### src/rtl/rat_flags_if.sv
// rat_flags_if: groups the ALU, control-unit and interrupt signals of the
// RAT MCU flag block. The control side (master) drives commands and ALU
// results; the flag block (slave) returns the flag registers and INT_REQ.
interface rat_flags_if;
  logic ALU_C;
  logic ALU_Z;
  logic FLG_C_LD;
  logic FLG_C_SET;
  logic FLG_C_CLR;
  logic FLG_Z_LD;
  logic FLG_LD_SEL;
  logic FLG_SHAD_LD;
  logic I_SET;
  logic I_CLR;
  logic INTR_IN;
  logic INT_ACK;
  logic C_FLAG;
  logic Z_FLAG;
  logic I_FLAG;
  logic SHAD_C;
  logic SHAD_Z;
  logic INT_REQ;

  modport master (
    output ALU_C, ALU_Z, FLG_C_LD, FLG_C_SET, FLG_C_CLR, FLG_Z_LD,
           FLG_LD_SEL, FLG_SHAD_LD, I_SET, I_CLR, INTR_IN, INT_ACK,
    input  C_FLAG, Z_FLAG, I_FLAG, SHAD_C, SHAD_Z, INT_REQ
  );

  modport slave (
    input  ALU_C, ALU_Z, FLG_C_LD, FLG_C_SET, FLG_C_CLR, FLG_Z_LD,
           FLG_LD_SEL, FLG_SHAD_LD, I_SET, I_CLR, INTR_IN, INT_ACK,
    output C_FLAG, Z_FLAG, I_FLAG, SHAD_C, SHAD_Z, INT_REQ
  );
endinterface

### src/rtl/rat_flags.sv
// rat_flags: C/Z flag registers with shadow copies for interrupt entry and
// return, the interrupt-enable flag I, and a one-deep edge-triggered
// interrupt-pending latch. Every output is a register or a function of
// registers only, so there is no input-to-output combinational path.
module rat_flags (
  input logic         CLK,
  input logic         RST,
  rat_flags_if.slave  bus
);

  logic c_flag_q, c_flag_d;
  logic z_flag_q, z_flag_d;
  logic i_flag_q, i_flag_d;
  logic shad_c_q, shad_c_d;
  logic shad_z_q, shad_z_d;
  logic pend_q, pend_d;
  logic intr_prev_q, intr_prev_d;
  logic ld_src_c;
  logic ld_src_z;
  logic rise;

  // Next-state logic for flags, shadows, interrupt enable and pending latch.
  always_comb begin
    ld_src_c    = bus.FLG_LD_SEL ? shad_c_q : bus.ALU_C;
    ld_src_z    = bus.FLG_LD_SEL ? shad_z_q : bus.ALU_Z;
    rise        = bus.INTR_IN & ~intr_prev_q;
    intr_prev_d = bus.INTR_IN;

    c_flag_d = c_flag_q;
    if (bus.FLG_C_CLR)      c_flag_d = 1'b0;
    else if (bus.FLG_C_SET) c_flag_d = 1'b1;
    else if (bus.FLG_C_LD)  c_flag_d = ld_src_c;

    z_flag_d = z_flag_q;
    if (bus.FLG_Z_LD) z_flag_d = ld_src_z;

    shad_c_d = shad_c_q;
    shad_z_d = shad_z_q;
    if (bus.FLG_SHAD_LD) begin
      shad_c_d = c_flag_q;
      shad_z_d = z_flag_q;
    end

    i_flag_d = i_flag_q;
    if (bus.INT_ACK)    i_flag_d = 1'b0;
    else if (bus.I_CLR) i_flag_d = 1'b0;
    else if (bus.I_SET) i_flag_d = 1'b1;

    pend_d = pend_q;
    if (rise)             pend_d = 1'b1;
    else if (bus.INT_ACK) pend_d = 1'b0;
  end

  // State registers; synchronous reset clears everything including pending.
  always_ff @(posedge CLK) begin
    if (RST) begin
      c_flag_q    <= 1'b0;
      z_flag_q    <= 1'b0;
      i_flag_q    <= 1'b0;
      shad_c_q    <= 1'b0;
      shad_z_q    <= 1'b0;
      pend_q      <= 1'b0;
      intr_prev_q <= 1'b0;
    end else begin
      c_flag_q    <= c_flag_d;
      z_flag_q    <= z_flag_d;
      i_flag_q    <= i_flag_d;
      shad_c_q    <= shad_c_d;
      shad_z_q    <= shad_z_d;
      pend_q      <= pend_d;
      intr_prev_q <= intr_prev_d;
    end
  end

  // Outputs come straight from registers; the request is gated by enable.
  always_comb begin
    bus.C_FLAG  = c_flag_q;
    bus.Z_FLAG  = z_flag_q;
    bus.I_FLAG  = i_flag_q;
    bus.SHAD_C  = shad_c_q;
    bus.SHAD_Z  = shad_z_q;
    bus.INT_REQ = pend_q & i_flag_q;
  end

endmodule

### src/flat_wrapper.sv
// flat-port wrapper written by rule: the top's interface ports become plain ports
module rat_flags_flat 
  (CLK, RST, bus_ALU_C, bus_ALU_Z, bus_FLG_C_LD, bus_FLG_C_SET, bus_FLG_C_CLR, bus_FLG_Z_LD, bus_FLG_LD_SEL, bus_FLG_SHAD_LD, bus_I_SET, bus_I_CLR, bus_INTR_IN, bus_INT_ACK, bus_C_FLAG, bus_Z_FLAG, bus_I_FLAG, bus_SHAD_C, bus_SHAD_Z, bus_INT_REQ);
  rat_flags_if bus_i ();
  input logic CLK;
  input logic RST;
  input wire logic [$bits(bus_i.ALU_C)-1:0] bus_ALU_C;
  input wire logic [$bits(bus_i.ALU_Z)-1:0] bus_ALU_Z;
  input wire logic [$bits(bus_i.FLG_C_LD)-1:0] bus_FLG_C_LD;
  input wire logic [$bits(bus_i.FLG_C_SET)-1:0] bus_FLG_C_SET;
  input wire logic [$bits(bus_i.FLG_C_CLR)-1:0] bus_FLG_C_CLR;
  input wire logic [$bits(bus_i.FLG_Z_LD)-1:0] bus_FLG_Z_LD;
  input wire logic [$bits(bus_i.FLG_LD_SEL)-1:0] bus_FLG_LD_SEL;
  input wire logic [$bits(bus_i.FLG_SHAD_LD)-1:0] bus_FLG_SHAD_LD;
  input wire logic [$bits(bus_i.I_SET)-1:0] bus_I_SET;
  input wire logic [$bits(bus_i.I_CLR)-1:0] bus_I_CLR;
  input wire logic [$bits(bus_i.INTR_IN)-1:0] bus_INTR_IN;
  input wire logic [$bits(bus_i.INT_ACK)-1:0] bus_INT_ACK;
  output wire logic [$bits(bus_i.C_FLAG)-1:0] bus_C_FLAG;
  output wire logic [$bits(bus_i.Z_FLAG)-1:0] bus_Z_FLAG;
  output wire logic [$bits(bus_i.I_FLAG)-1:0] bus_I_FLAG;
  output wire logic [$bits(bus_i.SHAD_C)-1:0] bus_SHAD_C;
  output wire logic [$bits(bus_i.SHAD_Z)-1:0] bus_SHAD_Z;
  output wire logic [$bits(bus_i.INT_REQ)-1:0] bus_INT_REQ;
  assign bus_i.ALU_C = bus_ALU_C;
  assign bus_i.ALU_Z = bus_ALU_Z;
  assign bus_i.FLG_C_LD = bus_FLG_C_LD;
  assign bus_i.FLG_C_SET = bus_FLG_C_SET;
  assign bus_i.FLG_C_CLR = bus_FLG_C_CLR;
  assign bus_i.FLG_Z_LD = bus_FLG_Z_LD;
  assign bus_i.FLG_LD_SEL = bus_FLG_LD_SEL;
  assign bus_i.FLG_SHAD_LD = bus_FLG_SHAD_LD;
  assign bus_i.I_SET = bus_I_SET;
  assign bus_i.I_CLR = bus_I_CLR;
  assign bus_i.INTR_IN = bus_INTR_IN;
  assign bus_i.INT_ACK = bus_INT_ACK;
  assign bus_C_FLAG = bus_i.C_FLAG;
  assign bus_Z_FLAG = bus_i.Z_FLAG;
  assign bus_I_FLAG = bus_i.I_FLAG;
  assign bus_SHAD_C = bus_i.SHAD_C;
  assign bus_SHAD_Z = bus_i.SHAD_Z;
  assign bus_INT_REQ = bus_i.INT_REQ;
  rat_flags u_core (.CLK(CLK), .RST(RST), .bus(bus_i));
endmodule
### config.mk
export PLATFORM = sky130hd
export DESIGN_NAME = rat_flags_flat
export DESIGN_NICKNAME = d
export VERILOG_FILES = /design/src/rtl/rat_flags_if.sv /design/src/rtl/rat_flags.sv /design/src/flat_wrapper.sv
export SDC_FILE = /design/constraint.sdc
export NUM_CORES = 1
export LEC_CHECK = 0
export CORE_AREA = 2 2 39 41
export CTS_CLUSTER_DIAMETER = 80
export DETAILED_ROUTE_END_ITERATION = 8
export DIE_AREA = 0 0 41 43
export PLACE_DENSITY_LB_ADDON = 0.12
export SETUP_SLACK_MARGIN = 0.2
export SYNTH_ARGS = -nofsm -noshare
export SYNTH_HDL_FRONTEND = slang
export SYNTH_SLANG_ARGS = --single-unit
### constraint.sdc
create_clock -name CLK -period 1.6 [get_ports CLK]
set_input_delay 0.24 -clock CLK [delete_from_list [all_inputs] [get_ports CLK]]
set_output_delay 0.24 -clock CLK [all_outputs]
set_load 0.1 [all_outputs]
# Word-level counts from Yosys, hierarchy flattened
# Index checks and enable logic that the tools add are counted.
# word_totals
regBits,7
latchBits,0
mem_bits_rw,0
rom_bits,0
input_bits,14
out_inout_bits,6
word_cells,20
mem_count,0
# op_classes
add_sub_neg,0
n_mul,0
div_mod_pow,0
n_lt_le_gt_ge,0
n_eq_ne,0
n_shift,0
muxes,6
n_bitwise,3
n_reduce_logical,4
# op_table
op,count
2-to-1 mux 1 bit,6
nonzero test 2 bit,2
OR reduction 3 bit,1
AND 1 bit,2
OR reduction 2 bit,1
NOT 1 bit,1

# Logic depth before layout (Yosys ltp)
# Gate-level depths: netlist of run 1.
# logic_depth
depth_word,3
mapped_depth,2
depth_no_buf,2

# Least setup slack after synthesis of run 1
# No wires, ideal clock.
# synth_timing
kind,flip-flop to output port
start,"reg u_core.i_flag_q, in the netlist u_core.bus.I_FLAG"
end,out bus_INT_REQ
arrival_time_ns,1.809
required_ns,1.360
setup_slack_ns,-0.449
stages_incl_launch_ff,2
n_path_buf,0
cell_sequence,dfxtp_1 and2_1
# synth_between
elab_chain_len,1
# synth_rtl
element,line_no,rtl
"start, declared",rat_flags.sv:13,"logic i_flag_q, i_flag_d;"
"start signal, assigned",rat_flags.sv:67,i_flag_q <= i_flag_d;
AND 1 bit,rat_flags.sv:82,bus.INT_REQ = pend_q & i_flag_q;
"end, declared",flat_wrapper.sv:24,output wire logic [$bits(bus_i.INT_REQ)-1:0] bus_INT_REQ;
# Every way passes these cells.

# Final worst setup path of run 1
# Same ends and word-level chain as after synthesis.

==> results of run 1 <==
==> per-layer routing <==
| layer | global-route usage (%) | part of all wire (%) |
|---|---|---|
| met5 | 0 | 0 |
| met1 | 12.5 | 42 |
| met2 | 13.4 | 49 |
| met3 | 5.24 | 8.9 |
| met4 | 6.00 | 0 |
==> registers in the layout (all words and copies together), names as in the netlist <==
signal	cells
u_core.bus.SHAD_C	1
u_core.bus.I_FLAG	1
u_core.pend_q	1
u_core.bus.SHAD_Z	1
u_core.intr_prev_q	1
u_core.bus.C_FLAG	1
u_core.bus.Z_FLAG	1
==> cell usage in the layout, fill, tap and decap left out <==
cell,synthesis,final
nor4_1,1,1
a211oi_1,1,1
a21oi_1,1,1
inv_1,1,1
mux2i_1,4,4
clkinv_2,0,1
dfxtp_2,0,4
nor3_1,1,1
clkdlybuf4s50_1,0,13
and2b_2,1,1
and2_4,0,1
or2_0,1,1
dfxtp_1,7,3
buf_12,0,6
clkbuf_4,0,3
nand2b_1,2,2
a311oi_1,1,1
nor2_1,4,4
==> worst paths after layout <==
path | from | endpoint | cells past startpoint | slack [ps]
max | u_core.bus.I_FLAG | bus_INT_REQ | 2 | 430
min | u_core.pend_q | u_core.pend_q | 2 | 480
max reg2reg | u_core.bus.SHAD_C | u_core.bus.C_FLAG | 2 | 780
min reg2reg | u_core.pend_q | u_core.pend_q | 2 | 480
==> power by group through the flow <==
stage	logic, W	registers, W	clock network [W]
2_1_floorplan	0.0000180	0.000233	0
3_3_place_gp	0.000121	0.000196	0
3_5_place_dp	0.000122	0.000197	0
4_1_cts	0.000123	0.000193	0.000171
5_1_grt	0.000127	0.000194	0.000184
6_report	0.000122	0.000193	0.000159
==> cell type report <==
| type | instances | area (um^2) | share of cell area [%] |
|---|---|---|---|
| flip-flops and latches | 7 | 145 | 25.4 |
| multi-input cells | 18 | 124 | 21.7 |
| clock inverters | 1 | 5.00 | 0.877 |
| well taps | 16 | 20.0 | 3.51 |
| clock buffers | 3 | 22.5 | 3.95 |
| repair buffers | 19 | 250 | 43.9 |
| inverters | 1 | 3.75 | 0.658 |
==> kinds of logic (layout without fill, tap and decap cells) <==
logic type / count (synthesis) / after routing / share of synthesized area (%)
AOI/OAI and AO/OA: 3 / 3 / 8.02
buffers and inverters: 1 / 24 / 1.41
DFF: 7 / 7 / 52.8
muxes: 4 / 4 / 15.1
and+or+nand+nor: 11 / 11 / 22.6
==> worst max-delay path, stage by stage, from the launching register on <==
cell and delay (ps):
dfxtp_2 360, and2_4 160, buf_12 160
==> stage by stage <==
step | hold WS (ps) | setup slack [ps]
floorplan | 305 | 260
global placement | 463 | 319
detailed placement | 470 | 274
CTS | 479 | 414
global route | 498 | 391
finish | 477 | 430
==> metrics.txt, run 1 <==
CP Capture Type primary output; Clock Power Share 33.7%; worst hold path type flop to flop; synthesized net count 40; via count 260; Synth Cell Area 265 um^2; Max-Cap Viols 0; antenna-violating nets left 0; Inst Count DP 61; area grow syn2layout 115%; peak supply drop 0.337 mV; CTS tree yes; Clock Path Buffers 2; Mapped Cells 26; Routed WL 653 um; CTS Sinks 7; full die area 0.00176 mm^2; I/O Pins 20; DR pass1 iterations 1; CTS Buf Count 3; Placement Cell Area 543 um^2; fillers 132; P_leak 0.235 nW; slew margin rel. 84.0%; number of I/O port buffers 19; DRC 0; Final period util 73.1%; sequential fraction of the synthesis area 52.8%; Net Sw Power 0.000138 W; fraction of registers with async set/reset 0%; cell taking the most area after synthesis dfxtp_1; critical path class flop to primary output; Global Route Usage Sum 10.1%; Post-CTS Setup Bufs 0; Synth Register Bits 7; clock transition at the registers of the reported paths 60 ps; gpl congestion 0.612; clk root buf clkbuf_4; Main synth FF type dfxtp_1; Pwr per Cell Area 830 mW/mm^2; measured slew at the worst slew-check pin 239 ps; antenna violations before repair 0; Starting Density 19.2%; Die X 41 um; vias in the first global route 257; DP HPWL 523 um; GR Overflow Total 0; Max Clk Rate 855 MHz; unrepaired setup endpoints after global routing no; chip height 43 um; Logic pwr share 25.7%; wire per inst 10.0 um; ant diodes 0; Final Hold Fails 0; Cell Rows 14; cell internal pwr 0.000336 W; fin cells 65; Iter 0 DRT Violations 0; Design Area, Final 571 um^2; # H-tree levels 1; fin nets 64; count leader, synth dfxtp_1; clk_lat worst skew 250 ps; overall power 0.000474 W; top-area cell type share of the netlist area 52.8%; CTS resizes 0; Synth area leaders dfxtp_1 (53%), mux2i_1 (15%), nor2_1 (5.7%); first-pass GRT wire length 1.14 mm; switch share 29.0%; library cells used by synthesis 13; Fin Setup TNS 0 ps; layout cell share with drive strength beyond 1 32.7%; CTS Hold Bufs 0; Syn Area/Cell 10.2 um^2; Period minus WS final 1170 ps; Critical Path AT 930 ps; WP data required 1360 ps; status completed; vias per inst 4.00; clk_skew 0.149 ps; Final Max Tran Viols 0; largest net degree at the start of global routing 8; top cells by instance count after synthesis dfxtp_1 (7), mux2i_1 (4), nor2_1 (4); Post-synth EDFFs 0; Reg power frac 40.7%; YS warnings 0; utilization after layout 41.2%; setup violators final 0; CP Launch Type flop; core area 0.00138 mm^2; largest fanout on the critical path 3
(Power assumes the default switching activity.)
==> run 2: changes to the inputs <==
Clock period 1.6 ns to 1.1 ns, I/O delays scaled along.
==> metrics.txt, run 2 (same netlist as run 1, synthesis figures left out) <==
antenna violations before repair 0; RR Endpoint u_core.bus.C_FLAG; GR Util met1 10.4%; Critical Path Start u_core.bus.I_FLAG; clock transition at the registers of the reported paths 50 ps; # H-tree levels 1; clk_skew 3.66 ps; first-pass GRT wire length 1.15 mm; WHS 268 ps; P_leak 0.290 nW; Starting Density 19.2%; ant diodes 0; measured slew at the worst slew-check pin 206 ps; critical path class flop to primary output; final worst slack 52.9 ps; Top Usage Layer GRT met2; unrepaired setup endpoints after global routing yes; CTS tree yes; slew margin rel. 86.1%; Clock Path Buffers 2; Max Clk Rate 955 MHz; area grow syn2layout 144%; Critical Path AT 880 ps; clk root buf clkbuf_4; Setup crit end bus_INT_REQ; routing usage on met2 15.9%; layout cell share with drive strength beyond 1 44.6%; Die X 41 um; CTS Buf Count 3; commonest non-fill, non-tap cell in the layout clkdlybuf4s50_1; DP HPWL 653 um; vias per inst 4.13; Pwr per Cell Area 1070 mW/mm^2; utilization after layout 46.7%; GR Util met3 6.28%; chip height 43 um; peak supply drop 0.520 mV; CP Launch Type flop; DR pass1 iterations 4; vias in the first global route 286; Max-Cap Viols 0; GR Overflow Total 0; Final Hold Fails 0; via count 297; Period minus WS final 1050 ps; Cell Rows 14; largest net degree at the start of global routing 5; largest fanout on the critical path 2; fillers 128; Reg2Reg Launch Point u_core.bus.SHAD_C; antenna-violating nets left 0; r2r setup slk 230 ps; Worst Reg2Reg Path Length in Cells 3; gpl congestion 0.734; Iter 0 DRT Violations 6; I/O Pins 20; wire per inst 11.2 um; number of I/O port buffers 19; WP data required 940 ps; status completed; worst hold path type primary input to flop; sequential cell area 160 um^2; Routed WL 809 um; CTS Sinks 7; most frequent cells in the layout clkdlybuf4s50_1 (11), buf_4 (7), buf_12 (6), dfxtp_4 (5); setup violators final 0; Setup WS pre-CTS -57.3 ps; clk_lat worst skew 240 ps; startpoint of the worst hold path RST; Final period util 95.2%; Final Max Tran Viols 0; Multi-input gate area 129 um^2; DRC 0; Global Route Usage Sum 10.2%; fin nets 71; core area 0.00138 mm^2; CP Capture Type primary output; full die area 0.00176 mm^2
==> run 2: cell types whose count changed in the layout (fill, tap and decap cells not counted), sizes merged <==
| cell | change |
|---|---|
| buf | +7 |
| clkbuf | +1 |
| clkdlybuf4s50 | -2 |
| clkinv | -1 |
| dlymetal6s2s | +2 |
==> run 2: repair_timing <==
action	in CTS	in global routing
resized for setup	1	3
hold endpoints to repair	0	0
buffers inserted	5	0
endpoints found under the setup margin	6	8
hold buffers	0	0
pin swaps	1	0
cloned	0	0
==> run 2: layer usage <==
metal,vias up,wire length [um]
met5,-,0
met4,0,0
met3,0,47
met2,10,448
met1,136,314
li1,151,-
==> run 2: where the power goes <==
group,internal [W],switching [W]
combinational,0.000102,0.0000972
clock,0.000138,0.0000864
sequential,0.000261,0.00000960
==> run 2: layout make-up <==
type                            count  share of cell area (%)
Timing Repair Buffer               26                    47.6
Sequential cell                     7                    24.8
Multi-Input combinational cell     18                    19.9
Clock buffer                        4                    4.06
Tap cell                           16                    3.09
Inverter                            1                   0.580
==> run 2: worst min-delay path by stage <==
stage | endpoint | slack [ps] | cells past startpoint
after floorplan | u_core.bus.SHAD_C | 230 | 1
after global placement | u_core.pend_q | 470 | 2
after detailed placement | u_core.pend_q | 470 | 2
after CTS | u_core.bus.I_FLAG | 470 | 2
after global routing | u_core.pend_q | 280 | 3
final | u_core.pend_q | 270 | 3
==> run 2: worst max-delay path: stages, from the launching register on <==
cell and delay [ps]:
dfxtp_4 340, and2_4 140, buf_12 160
==> run 2: per-stage QoR <==
step | total power [W] | instance area [um^2] | setup TNS [ps] | std cells
after CTS | 0.000711 | 637 | 0 | 72
after global placement | 0.000460 | 572 | -27.7 | 63
final | 0.000694 | 647 | 0 | 72
after global routing | 0.000739 | 647 | 0 | 72
after detailed placement | 0.000464 | 572 | -148 | 63
after floorplan | 0.000359 | 287 | 0 | 26
